===== src/rtl/RV32I_definitions_pkg.sv =====
// RV32I shared definitions: base opcodes used for source-operand decode and the
// load scoreboard entry type used by hazard_scoreboard.
package RV32I_definitions;

    localparam logic [6:0] OPCODE_OP     = 7'b0110011;
    localparam logic [6:0] OPCODE_OP_IMM = 7'b0010011;
    localparam logic [6:0] OPCODE_LOAD   = 7'b0000011;
    localparam logic [6:0] OPCODE_STORE  = 7'b0100011;
    localparam logic [6:0] OPCODE_BRANCH = 7'b1100011;
    localparam logic [6:0] OPCODE_JALR   = 7'b1100111;

    // One in-flight load: its destination register and whether the slot is live.
    typedef struct packed {
        logic       valid;
        logic [4:0] rd;
    } sb_entry_t;

endpackage


===== src/rtl/hazard_scoreboard_src_decode.sv =====
// Source-register decode for the IF instruction: which of rs1/rs2 the opcode
// actually reads, so hazards are only raised on real operands.
module hazard_src_decode
    import RV32I_definitions::*;
(
    input  logic [31:0] instruction,
    output logic [4:0]  rs1,
    output logic [4:0]  rs2,
    output logic        rs1_used,
    output logic        rs2_used
);

    logic unused_fields;
    assign unused_fields = ^{instruction[31:25], instruction[14:7]};

    assign rs1 = instruction[19:15];
    assign rs2 = instruction[24:20];

    always_comb begin
        rs1_used = 1'b0;
        rs2_used = 1'b0;
        case (instruction[6:0])
            OPCODE_OP, OPCODE_BRANCH, OPCODE_STORE: begin
                rs1_used = 1'b1;
                rs2_used = 1'b1;
            end
            OPCODE_OP_IMM, OPCODE_LOAD, OPCODE_JALR: begin
                rs1_used = 1'b1;
            end
            default: begin
            end
        endcase
    end

endmodule


===== src/rtl/hazard_scoreboard.sv =====
// Pipeline hazard controller: load-use stall via a load scoreboard, multi-cycle
// redirect flush, and full freeze on DMEM_busy. HAZARD_PERF_CNT_EN adds perf counters.
module hazard_scoreboard
    import RV32I_definitions::*;
#(
    parameter int REGFILE_ADDR_WIDTH = 5,
    parameter int LOAD_LATENCY       = 1,
    parameter int FLUSH_CYCLES       = 2
) (
    input  logic                          Clk,
    input  logic                          Reset_n,
    input  logic [31:0]                   IF_Instruction,
    input  logic                          ID_Mem_rd_en,
    input  logic [REGFILE_ADDR_WIDTH-1:0] ID_Rd_addr,
    input  logic                          EX_PC_Branch,
    input  logic                          ID_Jump,
    input  logic                          DMEM_busy,
    output logic                          Stall,
    output logic                          IF_ID_Flush,
    output logic                          EX_Flush
`ifdef HAZARD_PERF_CNT_EN
    ,
    output logic [31:0]                   Load_stall_cnt,
    output logic [31:0]                   Flush_cnt
`endif
);

    localparam int SB_DEPTH = LOAD_LATENCY - 1;

    logic [4:0] rs1, rs2;
    logic       rs1_used, rs2_used;
    logic       rs1_live, rs2_live;
    logic [4:0] id_rd;
    logic       id_load_live;
    logic       id_hit;
    logic       sb_hit;
    logic       load_use;
    logic       redirect;
    logic [2:0] flush_cnt_q;

    hazard_src_decode u_src_decode (
        .instruction (IF_Instruction),
        .rs1         (rs1),
        .rs2         (rs2),
        .rs1_used    (rs1_used),
        .rs2_used    (rs2_used)
    );

    // x0 is hardwired, so a zero source can never depend on a load.
    assign rs1_live     = rs1_used && (rs1 != 5'd0);
    assign rs2_live     = rs2_used && (rs2 != 5'd0);
    assign id_rd        = 5'(ID_Rd_addr);
    assign id_load_live = ID_Mem_rd_en && (ID_Rd_addr != '0);
    assign id_hit       = id_load_live &&
                          ((rs1_live && rs1 == id_rd) || (rs2_live && rs2 == id_rd));

    generate
        if (SB_DEPTH > 0) begin : g_sb
            sb_entry_t sb_q [SB_DEPTH];

            always_ff @(posedge Clk or negedge Reset_n) begin
                if (!Reset_n) begin
                    for (int k = 0; k < SB_DEPTH; k++) sb_q[k] <= '0;
                end else if (!DMEM_busy) begin
                    sb_q[0] <= '{valid: id_load_live && !IF_ID_Flush, rd: id_rd};
                    for (int k = 1; k < SB_DEPTH; k++) sb_q[k] <= sb_q[k-1];
                end
            end

            always_comb begin
                sb_hit = 1'b0;
                for (int k = 0; k < SB_DEPTH; k++) begin
                    if (sb_q[k].valid &&
                        ((rs1_live && rs1 == sb_q[k].rd) || (rs2_live && rs2 == sb_q[k].rd)))
                        sb_hit = 1'b1;
                end
            end
        end else begin : g_no_sb
            assign sb_hit = 1'b0;
        end
    endgenerate

    assign load_use = id_hit || sb_hit;
    assign redirect = EX_PC_Branch || ID_Jump;

    // A fresh redirect reloads rather than extends, so overlapping redirects never stack.
    always_ff @(posedge Clk or negedge Reset_n) begin
        if (!Reset_n) begin
            flush_cnt_q <= 3'd0;
        end else if (!DMEM_busy) begin
            if (redirect)
                flush_cnt_q <= 3'(FLUSH_CYCLES - 1);
            else if (flush_cnt_q != 3'd0)
                flush_cnt_q <= flush_cnt_q - 3'd1;
        end
    end

    assign IF_ID_Flush = redirect || (flush_cnt_q != 3'd0);
    assign EX_Flush    = EX_PC_Branch;
    assign Stall       = DMEM_busy || (load_use && !IF_ID_Flush);

`ifdef HAZARD_PERF_CNT_EN
    always_ff @(posedge Clk or negedge Reset_n) begin
        if (!Reset_n) begin
            Load_stall_cnt <= 32'd0;
            Flush_cnt      <= 32'd0;
        end else if (!DMEM_busy) begin
            if (load_use && !IF_ID_Flush && Load_stall_cnt != 32'hFFFF_FFFF)
                Load_stall_cnt <= Load_stall_cnt + 32'd1;
            if (redirect && Flush_cnt != 32'hFFFF_FFFF)
                Flush_cnt <= Flush_cnt + 32'd1;
        end
    end
`endif

endmodule


===== config.mk =====
export PLATFORM = sky130hd
export DESIGN_NAME = hazard_scoreboard
export DESIGN_NICKNAME = d
export VERILOG_FILES = /design/src/rtl/RV32I_definitions_pkg.sv /design/src/rtl/hazard_scoreboard_src_decode.sv /design/src/rtl/hazard_scoreboard.sv
export SDC_FILE = /design/constraint.sdc
export NUM_CORES = 1
export LEC_CHECK = 0
export ABC_AREA = 1
export CAP_MARGIN = 20
export CORE_AREA = 5 5 46 48
export CTS_BUF_LIST = sky130_fd_sc_hd__clkbuf_2 sky130_fd_sc_hd__clkbuf_4 sky130_fd_sc_hd__clkbuf_8
export DETAILED_ROUTE_END_ITERATION = 6
export DIE_AREA = 0 0 51 53
export PLACE_DENSITY = 0.93
export SYNTH_ARGS = -nofsm -noshare
export SYNTH_HDL_FRONTEND = slang
export SYNTH_HIERARCHICAL = 1
export SYNTH_SLANG_ARGS = --single-unit

===== constraint.sdc =====
create_clock -name Clk -period 3.5 [get_ports Clk]
set_clock_uncertainty 0.15 [all_clocks]
set_input_delay 0.525 -clock Clk [delete_from_list [all_inputs] [get_ports Clk]]
set_output_delay 0.525 -clock Clk [all_outputs]
set_load 0.05 [all_outputs]

Yosys cells after proc, flatten, opt, wreduce, memory -nomap -nowiden
Index checks and enable logic that the tools add are counted.

cells by class
  divide/modulo/power cells = 0
  add/subtract/negate cells = 1
  reduce and logical (&&, ||, !) cells = 20
  multipliers = 0
  mux-type cells = 4
  equality and inequality tests = 8
  magnitude comparators = 0
  shift operators = 0
  bitwise gates (word level) = 1

operators with widths
  kind                                               number
  nonzero test 5 bit                                 3
  == test 7 x 6 -> 1 bit (second input constant)     2
  == test 7 bit (second input constant)              2
  == test 5 bit                                      2
  == test 7 x 2 -> 1 bit (second input constant)     1
  == test 7 x 5 -> 1 bit (second input constant)     1
  logical AND 1 bit                                  7
  two-way mux 3 bit                                  2
  OR reduction 6 bit                                 1
  logical OR 1 bit                                   4
  nonzero test 3 bit                                 1
  OR reduction 3 bit                                 1
  subtractor 3 x 1 -> 3 bit (second input constant)  1
  two-way mux 1 bit                                  2
  AND reduction 2 bit                                1
  nonzero test 2 bit                                 1
  zero test 1 bit                                    1
  inverter 1 bit                                     1

storage, ports and cells
  register bits = 3
  RAM bits = 0
  bits in latches = 0
  input bits = 43
  logic and storage cells = 35
  memory bits (read-only) = 0
  output and inout bits = 3
  memories kept = 0

Longest topological paths before layout
Gate-level depths: netlist of the first run.

  word-level depth = 9
  depth in mapped cells = 11
  mapped depth without buffers = 11

Modules after synthesis
Netlist of the first run, hierarchy kept.

modules (own cells, without submodules)
  module             area an instance (um2)  times used  sequential area each (um2)  cells an instance
  hazard_scoreboard  387.9                   1           75.1                        68
  hazard_src_decode  162.7                   1           0.0                         28

Least setup slack after synthesis of the first run
No wires, ideal clock.

  path type = input to output
  start point = in IF_Instruction[1]
  end point = out Stall
  path buffers = 0
  setup slack = 1361 ps
  data arrival time = 1464 ps
  stages on the path = 9
  required time = 2825 ps
  path through = nand2_2 -> nand3b_1 -> nand3_2 -> o21ai_0 -> nor2_1 -> nand3_1 -> nand2_1 -> nand2_1 -> nand2_1

on the way
  longest elaborated chain between the ends = 9
  elaborated cells between the ends (all ways) = 18
  classes of those cells = eq/ne: 6; mux: 2; reduce/logical: 10

ends and longest elaborated chain
  item                                            line                                text
  start: declaration                              hazard_scoreboard.sv:12             input logic [31:0] IF_Instruction,
  == test 7 x 5 -> 1 bit (tied with other cells)  hazard_scoreboard_src_decode.sv:22  case (instruction[6:0])
  OR reduction 6 bit (no source line) *           n/a
  two-way mux 1 bit *                             hazard_scoreboard_src_decode.sv:22
  via rs1_used                                    hazard_scoreboard.sv:31             logic rs1_used, rs2_used;
  logical AND 1 bit *                             hazard_scoreboard.sv:50             assign rs1_live = rs1_used && (rs1 != 5'd0);
  logical AND 1 bit *                             hazard_scoreboard.sv:55             ((rs1_live && rs1 == id_rd) || (rs2_live && rs2 == id_rd));
  logical OR 1 bit *                              hazard_scoreboard.sv:55
  logical AND 1 bit *                             hazard_scoreboard.sv:54             assign id_hit = id_load_live &&
  logical AND 1 bit *                             hazard_scoreboard.sv:100            assign Stall = DMEM_busy || (load_use && !IF_ID_Flush);
  logical OR 1 bit *                              hazard_scoreboard.sv:100
  end: declaration                                hazard_scoreboard.sv:18             output logic Stall,

Mark *: on every way through the listed nets, which the timed path passes. The rest lies on a longest branch.

Worst setup path in the final report of the first run
  start point = in IF_Instruction[6]
  end point = out Stall

The elaborated chain is that of the path after synthesis.

==> summary.txt, run 1 <==
Finish
  • Commonest non-fill, non-tap cell in the layout: clkdlybuf4s50_1
  • Final Instance Area: 817.0 sq um
  • Max FFs per register: 3
  • FF/Latch Area: 75.07 sq um
  • Biggest regs: flush_cnt_q x3
  • Top reg by flops: flush_cnt_q
  • Fillers: 166
  • Area delta synth->final: 48.41%
  • ANT cells: 0
  • Multi-input logic area: 317.8 sq um
  • Most frequent cells in the layout: clkdlybuf4s50_1, nand2_1, inv_1
  • Share of cells above drive strength 1: 15.97%
  • # nets final: between 150 and 200

Timing
  • RSZ-0062 raised after global routing: false
  • Worst slew pin tran: 0.4938 ns
  • Slew Limit Fails: 0
  • Slew margin rel.: between 60% and 70%
  • Final-report setup violation count: 0
  • Minimum clock period: between 2 and 3 ns
  • Fmax: between 0.3 and 0.4 GHz
  • Setup ws final: 0.8587 ns
  • Setup tns final: 0 ns
  • Final Cycle Share: 75.47%
  • Fin. Hold Viols: 0
  • Hold WS: 0.3353 ns

Yosys
  • Largest area contributor in the netlist: nand2_1
  • Yosys Warn Count: 6
  • Mapped Cells: 96
  • Net count after synthesis: 141
  • Top post-synthesis cells by area: nand2_1, buf_4, dfrtp_1, inv_1, nor2_1
  • Post-synthesis register bit count: 3
  • Top cell type's share of synthesized area: 18.41%
  • Sequential area share after synthesis: 13.64%
  • Post-Syn Area: 550.5 sq um
  • Netlist cell types: 21
  • Post-Syn Area per Cell: 5.735 sq um

Power and ir drop
  • Pleak: 0.0004297 uW
  • PwrDens: 295.6 nW/um^2
  • Peak supply drop: 0.1738 mV

Die
  • IO Count: 46
  • Starting Density: roughly a third
  • Die Width: 51 microns
  • Core area: 1670 sq um
  • Die area: 2703 sq um
  • FP Rows: 15
  • Die Y: 53 microns

Detailed routing
  • Post-DRT Antenna Nets: 0
  • DRT Pass-1 Iters: 4
  • Final wirelength: 1.429 mm
  • Detailed-route via count: 623
  • Initial DRC Count: 16
  • WL/cell: 10.51 microns
  • # DRC: 0
  • Drt via density: ~4.6

Global routing
  • Initial antenna violation count: 0
  • Met2 usage: 22.10%
  • Vias in the first global route: 653
  • GR Layer Usage met3: between 1.5 and 2%
  • Global route hottest layer: met2
  • Congestion Overflow GR: 0
  • Global-route wire length before repair: 2.380 mm
  • Largest net degree at the start of global routing: 5
  • Grt met1 use: 11.64%
  • GR Util All Layers: 11.32%

Clock tree
  • Clock sink count: 3
  • Clk buf depth: 2
  • Post-CTS resize count: 0
  • Clk_lat worst skew: about 0.23 ns
  • Reg clk slew, reported paths: 0.03 ns
  • Setup Buffers After CTS: 0
  • # hold bufs at CTS: 0
  • Root Driver: clkbuf_4
  • TritonCTS Buffers: 3
  • H-tree Lvls: 1
  • CTS tree: yes

Status
  • Status: finished clean

Place
  • Pre-CTS setup slack: 0.8497 ns
  • IO Port Bufs: 30
  • Post-DP HPWL: 1.291 mm
  • RePlAce Congestion: 0.8359
  • Dpl cell area: 787.0 sq um

Setup path
  • Critical path buffers and inverters: 2
  • Cell mode on critical path: nand2_1
  • Req. time, crit path: 2.82 ns
  • CP top delay family: buffers and inverters
  • CP cell instances: clkdlybuf4s50_1, nand2_1, nor2_1, nand2_1, nand3_2, o21ai_0, nor2_1, nand3_1, nand2_1, nand2_1, nand2_1, buf_4
  • Startpoint Class: primary input
  • Slowest stage cell, crit path: clkdlybuf4s50_1
  • Critical path class: primary input to primary output
  • Worst setup EP type: primary output
  • CP Data Arrival Time: 1.97 ns
  • Worst stage delay on the critical path: roughly 0.52 ns
  • Crit-path max FO: 3

Run
  • Max cap viols: 0

Hold path
  • Hold Crit Class: primary input to asynchronous set/reset pin
[cell usage after synthesis]
cell type,count
nor2_1,11
xor2_1,3
nand2_2,4
buf_4,11
a21oi_2,1
nor2_2,1
dfrtp_1,3
o21ai_0,1
nand4_1,1
nor3_1,1
nand3b_1,1
nand3_2,1
nand3_1,2
inv_1,14
nand2_1,27
o22ai_1,2
o21ai_1,2
ha_1,2
a31oi_1,1
a21boi_2,1
inv_2,6
[worst register-to-register path, delay by kind of cell, from the launching register on]
kind / cells / cell delay (ns)
buffers and inverters: 2 / 0.13
flip-flops: 1 / 0.36
AO/OA/AOI/OAI: 1 / 0.08
AND/OR/NAND/NOR: 4 / 0.30
adder cells (fa/ha/maj): 2 / 0.39
[kinds of logic after synthesis]
logic type | Yosys count | share of synthesized area [%]
adder cells (fa/ha/maj) | 2 | 4.545
flip-flops | 3 | 13.64
AND/OR/NAND/NOR | 49 | 38.64
XOR/XNOR | 3 | 4.774
AO/OA/AOI/OAI | 8 | 9.772
buffers and inverters | 31 | 28.64
[where the power goes]
part,switching [uW],internal [uW],total (uW)
clock network,16.7,50.4,67.1
logic,61.8,60.1,122
registers,6.71,45.8,52.6
[metrics by stage]
step           total power, uW  utilization [%]  instances
6_report                 241.5            48.91        136
5_1_grt                  265.8            48.91        136
4_1_cts                  244.1            48.91        136
3_5_place_dp             174.8            47.12        132
3_3_place_gp             164.8            47.12        132
2_1_floorplan            127.3                -         96
[final timing paths]
path	startpoint	endpoint	slack, ns	cells past startpoint
setup / recovery	IF_Instruction[6]	Stall	0.86	12
hold / removal	Reset_n	flush_cnt_q[2]	0.34	1
setup reg to reg	flush_cnt_q[0]	flush_cnt_q[0]	1.98	9
hold reg to reg	flush_cnt_q[0]	flush_cnt_q[0]	0.36	1
max in group asynchronous	Reset_n	flush_cnt_q[0]	2.72	1
min in group Clk	flush_cnt_q[0]	flush_cnt_q[0]	0.36	1
[area by class of cell]
| type | count | share of cell area (%) |
|---|---|---|
| tap | 17 | 2.603 |
| inverter | 20 | 9.188 |
| sequential | 3 | 9.188 |
| timing repair buffer | 30 | 36.45 |
| clock buffer | 4 | 3.675 |
| multi-input combinational | 62 | 38.90 |
[routing by layer]
layer  wire, microns  share of wire (%)
met5               0                  0
met4              17                1.2
met3              87                6.1
met2             772                 54
met1             552                 39
No activity file was read; power rests on OpenSTA's default activity.
==> run 2: changes to the inputs <==
- CORE_AREA: 5 5 46 48 -> 5 5 49 51
- DIE_AREA: 0 0 51 53 -> 0 0 54 56
- PLACE_DENSITY: 0.93 -> 0.87
- clock period: 3.5 -> 2.3 ns (I/O delays scaled with it)
==> run 2 against run 1 <==
Count of clock-buffer cells in the layout is the same. Clock power grew 51%. Sequential cell count is the same. Register-to-register slack lost 1.2 ns.
==> summary.txt, run 2 (same netlist as run 1, synthesis figures left out) <==
Finish
  • Multi-input logic area: roughly 320 sq um
  • Commonest non-fill, non-tap cell in the layout: nand2_1
  • ANT cells: 0
  • Most frequent cells in the layout: nand2_1, clkdlybuf4s50_1, inv_1
  • Share of cells above drive strength 1: 18.49%
  • Fillers: 196
  • Top reg by flops: flush_cnt_q
  • Area delta synth->final: 57.95%
  • Biggest regs: flush_cnt_q x3
  • FF/Latch Area: 75.07 sq um
  • # nets final: between 150 and 200
  • Max FFs per register: 3

Power and ir drop
  • NetSw: 128.4 uW
  • Sw Ratio: 34.39%
  • Peak supply drop: about 0.29 mV
  • Clock power share: 27.1%
  • Internal: 244.9 uW
  • Comb pwr share: a little over half
  • PwrDens: around 430 nW/um^2
  • Sequential Power Share: 20.9%
  • Pleak: 0.0005057 uW

Timing
  • RSZ-0062 raised after global routing: false
  • Slew Limit Fails: 0
  • Worst slew pin tran: 0.1746 ns
  • Final Cycle Share: about nine tenths
  • Slew margin rel.: 88.27%
  • Setup ws final: 0.2314 ns
  • Fmax: 0.4834 GHz
  • Fin. Hold Viols: 0
  • Minimum clock period: 2.069 ns
  • Setup tns final: 0 ns
  • Final-report setup violation count: 0

Detailed routing
  • # DRC: 0
  • Wl on met1: 554 microns
  • Final wirelength: 1.490 mm
  • Met3 Wirelength: roughly 90 microns
  • Post-DRT Antenna Nets: 0
  • WL/cell: 10.21 microns
  • Initial DRC Count: 5
  • Met2 wire len: 803 microns
  • Detailed-route via count: 605
  • DRT Pass-1 Iters: 4
  • Drt via density: 4.144
  • Top sig layer: met4

Place
  • IO Port Bufs: 30
  • RePlAce Congestion: 0.7940
  • Post-DP HPWL: 1.281 mm
  • Pre-CTS setup slack: ~0.027 ns

Clock tree
  • # hold bufs at CTS: 0
  • Clk buf depth: 2
  • TritonCTS Buffers: 3
  • Root Driver: clkbuf_4
  • Clock sink count: 3
  • H-tree Lvls: 1
  • CTS tree: yes
  • Clk_lat worst skew: 0.23 ns
  • Reg clk slew, reported paths: roughly 0.04 ns

Hold path
  • Hold Crit Class: primary input to asynchronous set/reset pin

Global routing
  • Vias in the first global route: 635
  • Global-route wire length before repair: approximately 2.3 mm
  • GR Util All Layers: between 10% and 20%
  • Initial antenna violation count: 0
  • Largest net degree at the start of global routing: 5
  • Congestion Overflow GR: 0

Die
  • Core area: 1902 sq um
  • Die area: between 3000 and 4000 sq um
  • FP Rows: 16
  • Starting Density: between 20 and 30%
  • IO Count: 46
  • Die Width: 54 microns
  • Die Y: around 56 microns

Setup path
  • Crit-path max FO: 3
  • Startpoint Class: primary input
  • Req. time, crit path: 1.80 ns
  • Critical path class: primary input to primary output
  • Worst setup EP type: primary output
  • CP Data Arrival Time: around 1.6 ns

Status
  • Status: finished clean

Run
  • Max cap viols: 0
## run 2: cell count changes in the layout (fill, tap and decap cells not counted), sizes merged
cell and delta:
clkdlybuf4s50 -9, dlymetal6s2s +7, buf +2
## run 2: layer usage
layer  vias to the layer above  global-route usage (%)
li1                        323                       -
met1                       264                   10.24
met2                        14                   17.65
met3                         4                   2.413
met4                         0                   7.473
met5                         -                       0
## run 2: worst paths after layout
check	cells past startpoint	to	slack (ns)	from
max	10	Stall	0.23	ID_Rd_addr[3]
min	1	flush_cnt_q[2]	0.15	Reset_n
max reg2reg	9	flush_cnt_q[0]	0.80	flush_cnt_q[0]
min reg2reg	1	flush_cnt_q[0]	0.34	flush_cnt_q[0]
max in group asynchronous	1	flush_cnt_q[1]	1.70	Reset_n
min in group Clk	1	flush_cnt_q[0]	0.34	flush_cnt_q[0]
## run 2: metrics by stage
step	total power, uW	instances	cell area [sq um]	hold slack (ns)	util (%)
global route	408.7	146	869.6	0.1474	45.72
global placement	260.1	142	819.5	0.3109	43.09
detailed placement	276.2	142	819.5	0.3416	43.09
floorplan	193.7	96	550.5	-0.1006	-
finish	373.3	146	869.6	0.1548	45.72
CTS	382.4	146	849.6	0.1466	44.67
## run 2: what timing repair did
action                     CTS  global route
buffers inserted             0             0
setup endpoints to repair    0             1
resized for setup            0             8
hold endpoints to repair     0             0
## run 2: cell type report
class                           instances  area share [%]
Multi-Input combinational cell         62           36.83
Sequential cell                         3           8.633
Timing Repair Buffer                   30           38.56
Clock buffer                            4           3.453
Inverter                               20           8.633
Tap cell                               27           3.885
## run 2: power groups by stage
stage | registers (uW) | clock network (uW) | logic, uW
floorplan | 76.6 | 0 | 117
global placement | 76.9 | 0 | 183
detailed placement | 78.6 | 0 | 198
CTS | 77.9 | 106 | 198
global route | 79.9 | 114 | 215
finish | 77.8 | 101 | 194
## run 2: worst max-delay path, stage by stage
cell and delay (ns):
clkdlybuf4s50_1 0.52, inv_2 0.06, nand2_1 0.05, nand2_1 0.05, nor2_1 0.11, nand4_1 0.09
nand2_1 0.06, nand2_1 0.06, nand2_2 0.09, buf_12 0.13
